--- src/rtl/coin_pkg.sv ---
// Shared definitions for the coin charger session controller: state encoding,
// key event classes and datapath widths.
package coin_pkg;

  localparam int unsigned AMT_W = 7;
  localparam int unsigned REM_W = 12;
  localparam int unsigned KEY_W = 4;
  localparam int unsigned DCNT_W = 2;

  localparam logic [3:0] ST_IDLE   = 4'b0001;
  localparam logic [3:0] ST_ENTER  = 4'b0010;
  localparam logic [3:0] ST_CHARGE = 4'b0100;
  localparam logic [3:0] ST_DONE   = 4'b1000;

  localparam logic [KEY_W-1:0] KEY_NONE = 4'b1111;

  typedef enum logic [2:0] {
    EVT_NULL,
    EVT_DIGIT,
    EVT_START,
    EVT_OK,
    EVT_RESET
  } evt_class_e;

  // Priority: reset > ok > start > digit; anything else is a null event.
  function automatic evt_class_e classify(input logic k_reset, input logic k_ok,
                                          input logic k_start,
                                          input logic [KEY_W-1:0] k_data);
    if (k_reset) return EVT_RESET;
    if (k_ok) return EVT_OK;
    if (k_start) return EVT_START;
    if ((k_data != KEY_NONE) && (k_data <= KEY_W'(9))) return EVT_DIGIT;
    return EVT_NULL;
  endfunction

endpackage

--- src/rtl/charge_controller_key_event.sv ---
// Turns the keypad scanner's idle falling edge into one event per press,
// classified from the scanner outputs one cycle after the edge.
module key_event
  import coin_pkg::*;
(
  input  logic             CLK,
  input  logic             RST,
  input  logic             kb_idle,
  input  logic [KEY_W-1:0] kb_data,
  input  logic             kb_start,
  input  logic             kb_reset,
  input  logic             kb_ok,
  output logic             evt,
  output evt_class_e       evt_class,
  output logic [KEY_W-1:0] evt_digit
);

  logic r_idle_d;
  logic r_live;
  logic r_evt;
  logic w_fall;

  // r_live masks the first compare after reset so a key held through reset
  // is treated as already seen rather than as a fresh press.
  assign w_fall = r_live & r_idle_d & ~kb_idle;

  always_ff @(posedge CLK) begin
    if (RST) begin
      r_idle_d <= 1'b1;
      r_live   <= 1'b0;
      r_evt    <= 1'b0;
    end else begin
      r_idle_d <= kb_idle;
      r_live   <= 1'b1;
      r_evt    <= w_fall;
    end
  end

  assign evt       = r_evt;
  assign evt_class = classify(kb_reset, kb_ok, kb_start, kb_data);
  assign evt_digit = kb_data;

endmodule

--- src/rtl/charge_controller.sv ---
// Charging session sequencer: arm, amount entry, validation, 1 Hz countdown
// and completion hold, driving display fields and the charger enable.
module charge_controller
  import coin_pkg::*;
#(
  parameter int unsigned MAX_AMOUNT   = 20,
  parameter int unsigned SEC_PER_UNIT = 30,
  parameter int unsigned TIMEOUT_S    = 10,
  parameter int unsigned DONE_S       = 3
) (
  input  logic              CLK,
  input  logic              RST,
  input  logic              tick_1hz,
  input  logic              kb_idle,
  input  logic [KEY_W-1:0]  kb_data,
  input  logic              kb_start,
  input  logic              kb_reset,
  input  logic              kb_ok,
  output logic              charging,
  output logic              done,
  output logic              err,
  output logic [AMT_W-1:0]  amount,
  output logic [DCNT_W-1:0] digit_cnt,
  output logic [REM_W-1:0]  remaining
);

  localparam int unsigned TMR_MAX = (TIMEOUT_S > DONE_S) ? TIMEOUT_S : DONE_S;
  localparam int unsigned TMR_W   = $clog2(TMR_MAX + 1);

  if (MAX_AMOUNT * SEC_PER_UNIT >= (1 << REM_W)) begin : g_rem_range
    $error("MAX_AMOUNT * SEC_PER_UNIT does not fit in remaining");
  end

  logic             w_evt;
  evt_class_e       w_evt_class;
  logic [KEY_W-1:0] w_evt_digit;

  key_event u_key_event (
    .CLK      (CLK),
    .RST      (RST),
    .kb_idle  (kb_idle),
    .kb_data  (kb_data),
    .kb_start (kb_start),
    .kb_reset (kb_reset),
    .kb_ok    (kb_ok),
    .evt      (w_evt),
    .evt_class(w_evt_class),
    .evt_digit(w_evt_digit)
  );

  logic [3:0]        r_state, w_state_nxt;
  logic [TMR_W-1:0]  r_tmr, w_tmr_nxt;
  logic [AMT_W-1:0]  r_amount, w_amount_nxt;
  logic [DCNT_W-1:0] r_digit_cnt, w_digit_cnt_nxt;
  logic [REM_W-1:0]  r_remaining, w_remaining_nxt;
  logic              r_err, w_err_nxt;
  logic              r_charging, r_done;
  logic [AMT_W-1:0]  w_amt_acc;
  logic [REM_W-1:0]  w_amt_sec;
  logic              w_amt_ok;

  assign w_amt_acc = AMT_W'(r_amount * AMT_W'(10)) + AMT_W'(w_evt_digit);
  assign w_amt_sec = REM_W'(r_amount) * REM_W'(SEC_PER_UNIT);
  assign w_amt_ok  = (r_amount != '0) && (r_amount <= AMT_W'(MAX_AMOUNT));

  always_ff @(posedge CLK) begin
    if (RST) begin
      r_state     <= ST_IDLE;
      r_tmr       <= '0;
      r_amount    <= '0;
      r_digit_cnt <= '0;
      r_remaining <= '0;
      r_err       <= 1'b0;
      r_charging  <= 1'b0;
      r_done      <= 1'b0;
    end else begin
      r_state     <= w_state_nxt;
      r_tmr       <= w_tmr_nxt;
      r_amount    <= w_amount_nxt;
      r_digit_cnt <= w_digit_cnt_nxt;
      r_remaining <= w_remaining_nxt;
      r_err       <= w_err_nxt;
      r_charging  <= (w_state_nxt == ST_CHARGE);
      r_done      <= (w_state_nxt == ST_DONE);
    end
  end

  // Next-state and datapath; the shared timer is the ENTER timeout or DONE hold.
  always_comb begin
    w_state_nxt     = r_state;
    w_tmr_nxt       = r_tmr;
    w_amount_nxt    = r_amount;
    w_digit_cnt_nxt = r_digit_cnt;
    w_remaining_nxt = r_remaining;
    w_err_nxt       = 1'b0;

    case (r_state)
      ST_IDLE: begin
        if (w_evt && (w_evt_class == EVT_START)) begin
          w_state_nxt     = ST_ENTER;
          w_tmr_nxt       = '0;
          w_amount_nxt    = '0;
          w_digit_cnt_nxt = '0;
          w_remaining_nxt = '0;
        end
      end

      ST_ENTER: begin
        if (w_evt) begin
          w_tmr_nxt = '0;
          case (w_evt_class)
            EVT_DIGIT: begin
              if (r_digit_cnt < DCNT_W'(2)) begin
                w_amount_nxt    = w_amt_acc;
                w_digit_cnt_nxt = r_digit_cnt + DCNT_W'(1);
              end
            end
            EVT_RESET: begin
              w_amount_nxt    = '0;
              w_digit_cnt_nxt = '0;
            end
            EVT_OK: begin
              if (w_amt_ok) begin
                w_remaining_nxt = w_amt_sec;
                w_state_nxt     = ST_CHARGE;
              end else begin
                w_err_nxt       = 1'b1;
                w_amount_nxt    = '0;
                w_digit_cnt_nxt = '0;
              end
            end
            default: ;
          endcase
        end else if (tick_1hz) begin
          if (r_tmr >= TMR_W'(TIMEOUT_S - 1)) begin
            w_state_nxt     = ST_IDLE;
            w_tmr_nxt       = '0;
            w_amount_nxt    = '0;
            w_digit_cnt_nxt = '0;
          end else begin
            w_tmr_nxt = r_tmr + TMR_W'(1);
          end
        end
      end

      ST_CHARGE: begin
        if (w_evt && (w_evt_class == EVT_RESET)) begin
          w_state_nxt     = ST_IDLE;
          w_amount_nxt    = '0;
          w_digit_cnt_nxt = '0;
          w_remaining_nxt = '0;
        end else if (tick_1hz) begin
          if (r_remaining <= REM_W'(1)) begin
            w_remaining_nxt = '0;
            w_state_nxt     = ST_DONE;
            w_tmr_nxt       = '0;
          end else begin
            w_remaining_nxt = r_remaining - REM_W'(1);
          end
        end
      end

      ST_DONE: begin
        if (w_evt && (w_evt_class == EVT_START)) begin
          w_state_nxt     = ST_ENTER;
          w_tmr_nxt       = '0;
          w_amount_nxt    = '0;
          w_digit_cnt_nxt = '0;
        end else if (tick_1hz) begin
          if (r_tmr >= TMR_W'(DONE_S - 1)) begin
            w_state_nxt     = ST_IDLE;
            w_tmr_nxt       = '0;
            w_amount_nxt    = '0;
            w_digit_cnt_nxt = '0;
          end else begin
            w_tmr_nxt = r_tmr + TMR_W'(1);
          end
        end
      end

      default: begin
        w_state_nxt     = ST_IDLE;
        w_tmr_nxt       = '0;
        w_amount_nxt    = '0;
        w_digit_cnt_nxt = '0;
        w_remaining_nxt = '0;
      end
    endcase
  end

  assign charging  = r_charging;
  assign done      = r_done;
  assign err       = r_err;
  assign amount    = r_amount;
  assign digit_cnt = r_digit_cnt;
  assign remaining = r_remaining;

endmodule
--- config.mk ---
export PLATFORM = sky130hd
export DESIGN_NAME = charge_controller
export DESIGN_NICKNAME = d
export VERILOG_FILES = /design/src/rtl/coin_pkg.sv /design/src/rtl/charge_controller_key_event.sv /design/src/rtl/charge_controller.sv
export SDC_FILE = /design/constraint.sdc
export NUM_CORES = 1
export LEC_CHECK = 0
export CAP_MARGIN = 5
export CORE_MARGIN = 4
export CORE_UTILIZATION = 55
export DETAILED_ROUTE_END_ITERATION = 8
export PLACE_DENSITY = 0.85
export SLEW_MARGIN = 20
export SYNTH_ARGS = -nofsm -noshare
export SYNTH_HDL_FRONTEND = slang
export SYNTH_SLANG_ARGS = --single-unit
--- constraint.sdc ---
create_clock -name CLK -period 6.2 [get_ports CLK]
set_clock_uncertainty 0.2 [all_clocks]
set_input_delay 0.93 -clock CLK [delete_from_list [all_inputs] [get_ports CLK]]
set_output_delay 0.93 -clock CLK [all_outputs]
set_load 0.03 [all_outputs]
==> out/metrics.yaml, run 1 <==
outcome:
  status: "completed"
timing:
  max_slew_margin_pct: 33.0
  worst_pin_slew_ps: 1000
  final.min_clock_period_ps: 3560
  fin_crit_sh_pct: 57.3
  final_max_slew_viol_count: 0
  hold_viol: 0
  final-setup-viol-count: 0
  rsz0062_at_grt: "no"
  fin_tns_setup_ps: 0
  max_freq_mhz: 281
grt:
  antenna_found_initial: 0
  grt_start_max_net_pins: 32
  grt_pass1_wl_mm: 12.4
  first_global_vias: 2648
  grt_use_met1_pct: 28.4
  grt-busiest-layer: "met2"
  gr-total-overflow: 0
  grtUsageMet2_pct: 33.8
  grtUsageMet3_pct: 4.66
  grt_usage_pct: 21.3
yosys:
  syn-num-nets: 417
  synth_cell_type_count: 64
  synth_xor_area_share_pct: 3.10
  ys.flop_type: "dfxtp_1"
  synthAdderAreaFrac_pct: 22.9
  yosys_register_bits: 35
  synth_top_family_by_area: "simple AND/OR/NAND/NOR gates"
  synth_edf_count: 0
  synth_mux_area_share_pct: 0.322
  netlist_instances: 357
  netlist_area_um2: 3110
  ys_seq_area_share_pct: 22.5
  ys_async_sr_fraction_pct: 0
  yosys_warnings: 0
  synthSimpleGateAreaFrac_pct: 24.9
  avgSynthCellArea_um2: 8.71
  synth-compound-area-share_pct: 20.1
setup_path:
  crit_path_start_kind: "flop"
  path_max_fanout: 8
  cp.arrival_ps: 3520
  cp_slowest_cell: "dfxtp_1"
  max_stage_delay_ps: 540
  cp.required_ps: 6160
  worstSetupEndpointType: "flop"
  path_cells: "inv_1 -> fa_1 -> fa_1 -> inv_1 -> ha_1 -> o21ai_0 -> a21oi_1 -> o21a_1 -> or3_1 -> a32oi_1 -> a21oi_1"
  worstSetupPathType: "reg2reg"
cts:
  cts_resized: 0
  cts_tree: "built"
  clk_pin_slew_ps: 70
  htree_levels: 2
  clock_path_buffers: 2
  root_buffer: "clkbuf_8"
  clock_sinks: 35
  ctsHoldBuffers: 0
  clock_latency_ps: 290
  cts_setup_buffers: 0
  cts_made_buffers: 5
cells_and_area:
  final_common_cell: "ha_1"
  utilization_pct: 64.9
  n_antenna_cell: 0
  fin_area_um2: 3570
  drive_gt1_share_pct: 7.22
  fin_nets: 448
  fill_cells: 457
  area.growth.synth_to_final_pct: 15.0
  layout_common_cells: "ha_1 (36), nor2_1 (35), dfxtp_1 (35)"
routing:
  wire_per_inst_um: 15.5
  ant_nets: 0
  routed_wl_mm: 7.12
  firstDrtPassIters: 5
  viasPerCell: 5.96
  drc: 0
  dr.first_iter.drc_count: 229
  routed-via-count: 2740
flow_run:
  maxCapViolCount: 0
floorplan:
  die_h_um: 83.2
  core_area_um2: 5510
  rows: 27
  die_area_um2: 6920
  initial_core_util_pct: 56.4
  ios: 35
  die_x_um: 83.2
place:
  gp_congestion: 0.945
  place_area_um2: 3470
  dp_hpwl_mm: 5.52
  io_buffers: 34
power:
  total_power_uw: 451
  max-vdd-ir-drop_v: 0.000113
  p_per_area_nw_per_um2: 126
  p_leak_nw: 1.38
hold_path:
  hold_path.class: "reg2reg"
-- sequential cells by signal (all words and copies together), names as in the netlist --
| register | flops |
|---|---|
| u_key_event.r_idle_d | 1 |
| amount | 7 |
| charging | 1 |
| err | 1 |
| done | 1 |
| digit_cnt | 2 |
| r_state | 4 |
| u_key_event.evt | 1 |
| u_key_event.r_live | 1 |
| remaining | 12 |
| r_tmr | 4 |
-- per-stage QoR --
step | std cells | setup slack, ps | hold WS [ps]
6_report | 460 | 2640 | 219
5_1_grt | 460 | 2360 | 246
4_1_cts | 460 | 2650 | 221
3_5_place_dp | 453 | 2490 | 204
3_3_place_gp | 453 | 2600 | 202
2_1_floorplan | 357 | 2640 | 195
-- cell type report --
type | instances | area [um^2] | area share [%]
clock buffer | 6 | 72.6 | 2.03
clock inverter | 1 | 30.0 | 0.840
inverter | 31 | 116 | 3.26
multi-input combinational | 280 | 2220 | 62.0
sequential | 35 | 701 | 19.6
tap | 72 | 90.1 | 2.52
timing repair buffer | 35 | 348 | 9.73
-- power by group --
part	internal, mW	total [mW]	leakage [nW]	switching, mW
Sequential	0.226	0.227	0.283	0.00126
Clock	0.118	0.196	0.0513	0.0780
Combinational	0.0114	0.0276	1.05	0.0161
-- kinds of logic after synthesis --
kind of cell / after synthesis
AND/OR/NAND/NOR: 125
adder cells (fa/ha/maj): 49
multiplexers: 1
buffers and inverters: 42
flip-flops: 35
AO/OA/AOI/OAI: 94
XOR/XNOR: 11
-- worst max-delay path: cells and delay by family (launching register included) --
family                     cells  cell delay (ps)
AOI/OAI and AO/OA              5              720
and+or+nand+nor                1              300
buffers and inverters          2              270
adders and majority gates      3             1410
DFF                            1              540
-- routing by layer --
metal,up-vias,wire (um)
met5,-,0
met4,0,148
met3,16,380
met2,80,3370
met1,1293,3230
li1,1351,-
-- final timing paths --
path	end	cells after the start	startpoint	slack, ps
min	u_key_event.evt$_SDFF_PP0_	2	u_key_event.r_live$_DFF_P_	220
max	remaining[9]$_SDFFE_PP0P_	11	amount[2]$_SDFFE_PP0P_	2640
max reg2reg	remaining[9]$_SDFFE_PP0P_	11	amount[2]$_SDFFE_PP0P_	2640
min reg2reg	u_key_event.evt$_SDFF_PP0_	2	u_key_event.r_live$_DFF_P_	220
-- Yosys cell counts, types with 4 or more instances --
library cell  number  share of area, %
ha_1              36                14
dfxtp_1           35                23
nor2_1            35               4.2
inv_1             31               3.7
a21oi_1           25               4.0
o21ai_0           23               3.7
nand2_1           17               2.1
fa_1              13               8.4
nand3_1           12               1.9
xnor2_1            9               2.5
nand4_1            8               1.6
o31ai_2            7               2.8
nor4_1             6               1.2
or3_1              6               1.2
a31oi_1            5               1.0
nor3_1             5              0.81
a211oi_1           4              0.97
a21o_1             4              0.97
buf_6              4               1.4
o21ai_1            4              0.64
Note: power is estimated with default switching activity, not from simulation.
==> run 2: changes to the inputs <==
clock period = 3.65 ns   (was 6.2 ns; I/O delays follow)
==> out/metrics.yaml, run 2 (synthesized netlist as in run 1, its figures left out) <==
setup_path:
  cp.required_ps: 3620
  max_stage_delay_ps: 520
  r2r-end: "remaining[9]$_SDFFE_PP0P_"
  worstSetupEndpointType: "flop"
  path_max_fanout: 6
  cp_slowest_cell: "fa_1"
  r2r_cells: 11
  cp.arrival_ps: 3420
  worstSetupPathType: "reg2reg"
  reg2reg_slack_ps: 200
  crit_path_start_kind: "flop"
  path_cells: "inv_1 -> fa_1 -> fa_1 -> inv_1 -> ha_1 -> o21ai_0 -> a21oi_1 -> o21a_1 -> or3_1 -> a32oi_1 -> a21oi_1"
  reg2reg_from: "amount[2]$_SDFFE_PP0P_"
floorplan:
  rows: 27
  die_x_um: 83.2
  die_area_um2: 6920
  initial_core_util_pct: 56.4
  core_area_um2: 5510
  die_h_um: 83.2
  ios: 35
timing:
  hold_viol: 0
  worst_pin_slew_ps: 726
  final.min_clock_period_ps: 3450
  rsz0062_at_grt: "no"
  fin_tns_setup_ps: 0
  max_freq_mhz: 290
  fin_crit_sh_pct: 94.5
  max_slew_margin_pct: 51.2
  final-setup-viol-count: 0
  final_max_slew_viol_count: 0
routing:
  routed_wl_mm: 7.50
  routed-via-count: 2860
  drc: 0
  ant_nets: 0
  wire_per_inst_um: 16.1
  dr.first_iter.drc_count: 207
  firstDrtPassIters: 5
  viasPerCell: 6.14
cts:
  clock_path_buffers: 2
  cts_setup_buffers: 0
  root_buffer: "clkbuf_8"
  clk_pin_slew_ps: 80
  cts_made_buffers: 5
  clock_sinks: 35
  htree_levels: 2
  clock_latency_ps: 300
  cts_tree: "built"
hold_path:
  hold_path.class: "reg2reg"
  hold_depth: 2
  min-delay-start: "u_key_event.r_idle_d$_SDFF_PP1_"
  hold_end: "u_key_event.evt$_SDFF_PP0_"
cells_and_area:
  area.growth.synth_to_final_pct: 16.5
  drive_gt1_share_pct: 9.14
  fin_area_um2: 3620
  layout_common_cells: "ha_1 (36), nor2_1 (35), dfxtp_1 (34), clkdlybuf4s50_1 (34), inv_1 (31)"
  n_antenna_cell: 0
  largest_reg_flops: 12
  final_common_cell: "ha_1"
  fin_nets: 453
  layoutNonFillerInstCount: 466
power:
  power_frac_seq_pct: 48.2
  p_leak_nw: 1.41
  pwr-share-clk_pct: 45.5
  max-vdd-ir-drop_v: 0.000257
  combPwrFrac_pct: 6.2
  p_int_uw: 608
  swShare_pct: 24.0
  p_per_area_nw_per_um2: 221
  p_sw_uw: 192
grt:
  grt_pass1_wl_mm: 13.0
  gr-total-overflow: 0
  first_global_vias: 2728
  grt_usage_pct: 22.5
  grt_start_max_net_pins: 32
  antenna_found_initial: 0
outcome:
  status: "completed"
place:
  placed_cells: 458
  gp_congestion: 0.940
  io_buffers: 34
  place_area_um2: 3510
  dp_hpwl_mm: 5.58
flow_run:
  maxCapViolCount: 0
[run 2: changes by cell type in the layout (fill, tap and decap cells not counted)]
| cell | change |
|---|---|
| buf_4 | +5 |
| dfxtp_2 | +1 |
| dfxtp_1 | -1 |
| clkinv_2 | +1 |
| clkinv_4 | +1 |
| clkbuf_1 | -1 |
[run 2: layout make-up]
class | count | area, um^2
inverters | 31 | 116
well taps | 72 | 90.1
clock buffers | 5 | 68.8
multi-input cells | 280 | 2220
flip-flops and latches | 35 | 702
fillers | 444 | 1880
repair buffers | 40 | 385
clock inverters | 3 | 43.8
[run 2: worst max path at each step]
stage / slack [ps] / endpoint / from / depth (start not counted)
2_1_floorplan: 90 / remaining[9]$_SDFFE_PP0P_ / amount[3]$_SDFFE_PP0P_ / 11
3_3_place_gp: 360 / remaining[9]$_SDFFE_PP0P_ / amount[1]$_SDFFE_PP0P_ / 11
3_5_place_dp: 230 / remaining[9]$_SDFFE_PP0P_ / amount[1]$_SDFFE_PP0P_ / 11
4_1_cts: 190 / remaining[9]$_SDFFE_PP0P_ / amount[1]$_SDFFE_PP0P_ / 11
5_1_grt: 20 / remaining[10]$_SDFFE_PP0P_ / amount[2]$_SDFFE_PP0P_ / 10
6_report: 200 / remaining[9]$_SDFFE_PP0P_ / amount[2]$_SDFFE_PP0P_ / 11
[run 2: per-layer routing]
metal	routed length, um	track usage (%)	part of all wire (%)
met1	3430	31.4	46
met4	164	7.88	2.2
met5	0	0	0
met3	389	4.27	5.2
met2	3520	34.7	47
[run 2: worst max-delay path, delay by kind of cell (launching register included)]
family | cells | cell delay, ps
adders and majority gates | 3 | 1380
DFF | 1 | 430
and+or+nand+nor | 1 | 310
AOI/OAI and AO/OA | 5 | 800
buffers and inverters | 2 | 200
[run 2: what timing repair did]
action	CTS	global route
resized for setup	0	1
hold buffers	0	0
setup endpoints to repair	0	1
[run 2: power by group through the flow]
stage          logic [mW]  clock network, mW  registers (mW)
6_report           0.0498              0.364           0.386
5_1_grt            0.0544              0.382           0.386
4_1_cts            0.0489              0.369           0.386
3_5_place_dp       0.0480                  0           0.395
3_3_place_gp       0.0481                  0           0.395
2_1_floorplan      0.0269                  0           0.394
[run 2: stage by stage]
stage	utilization (%)	power, mW	hold slack, ps	setup slack (ps)
after floorplan	-	0.421	195	89.0
after global placement	63.7	0.443	210	358
after detailed placement	63.7	0.443	213	231
after CTS	65.8	0.804	224	193
after global routing	65.8	0.822	236	17.7
final	65.8	0.800	226	201
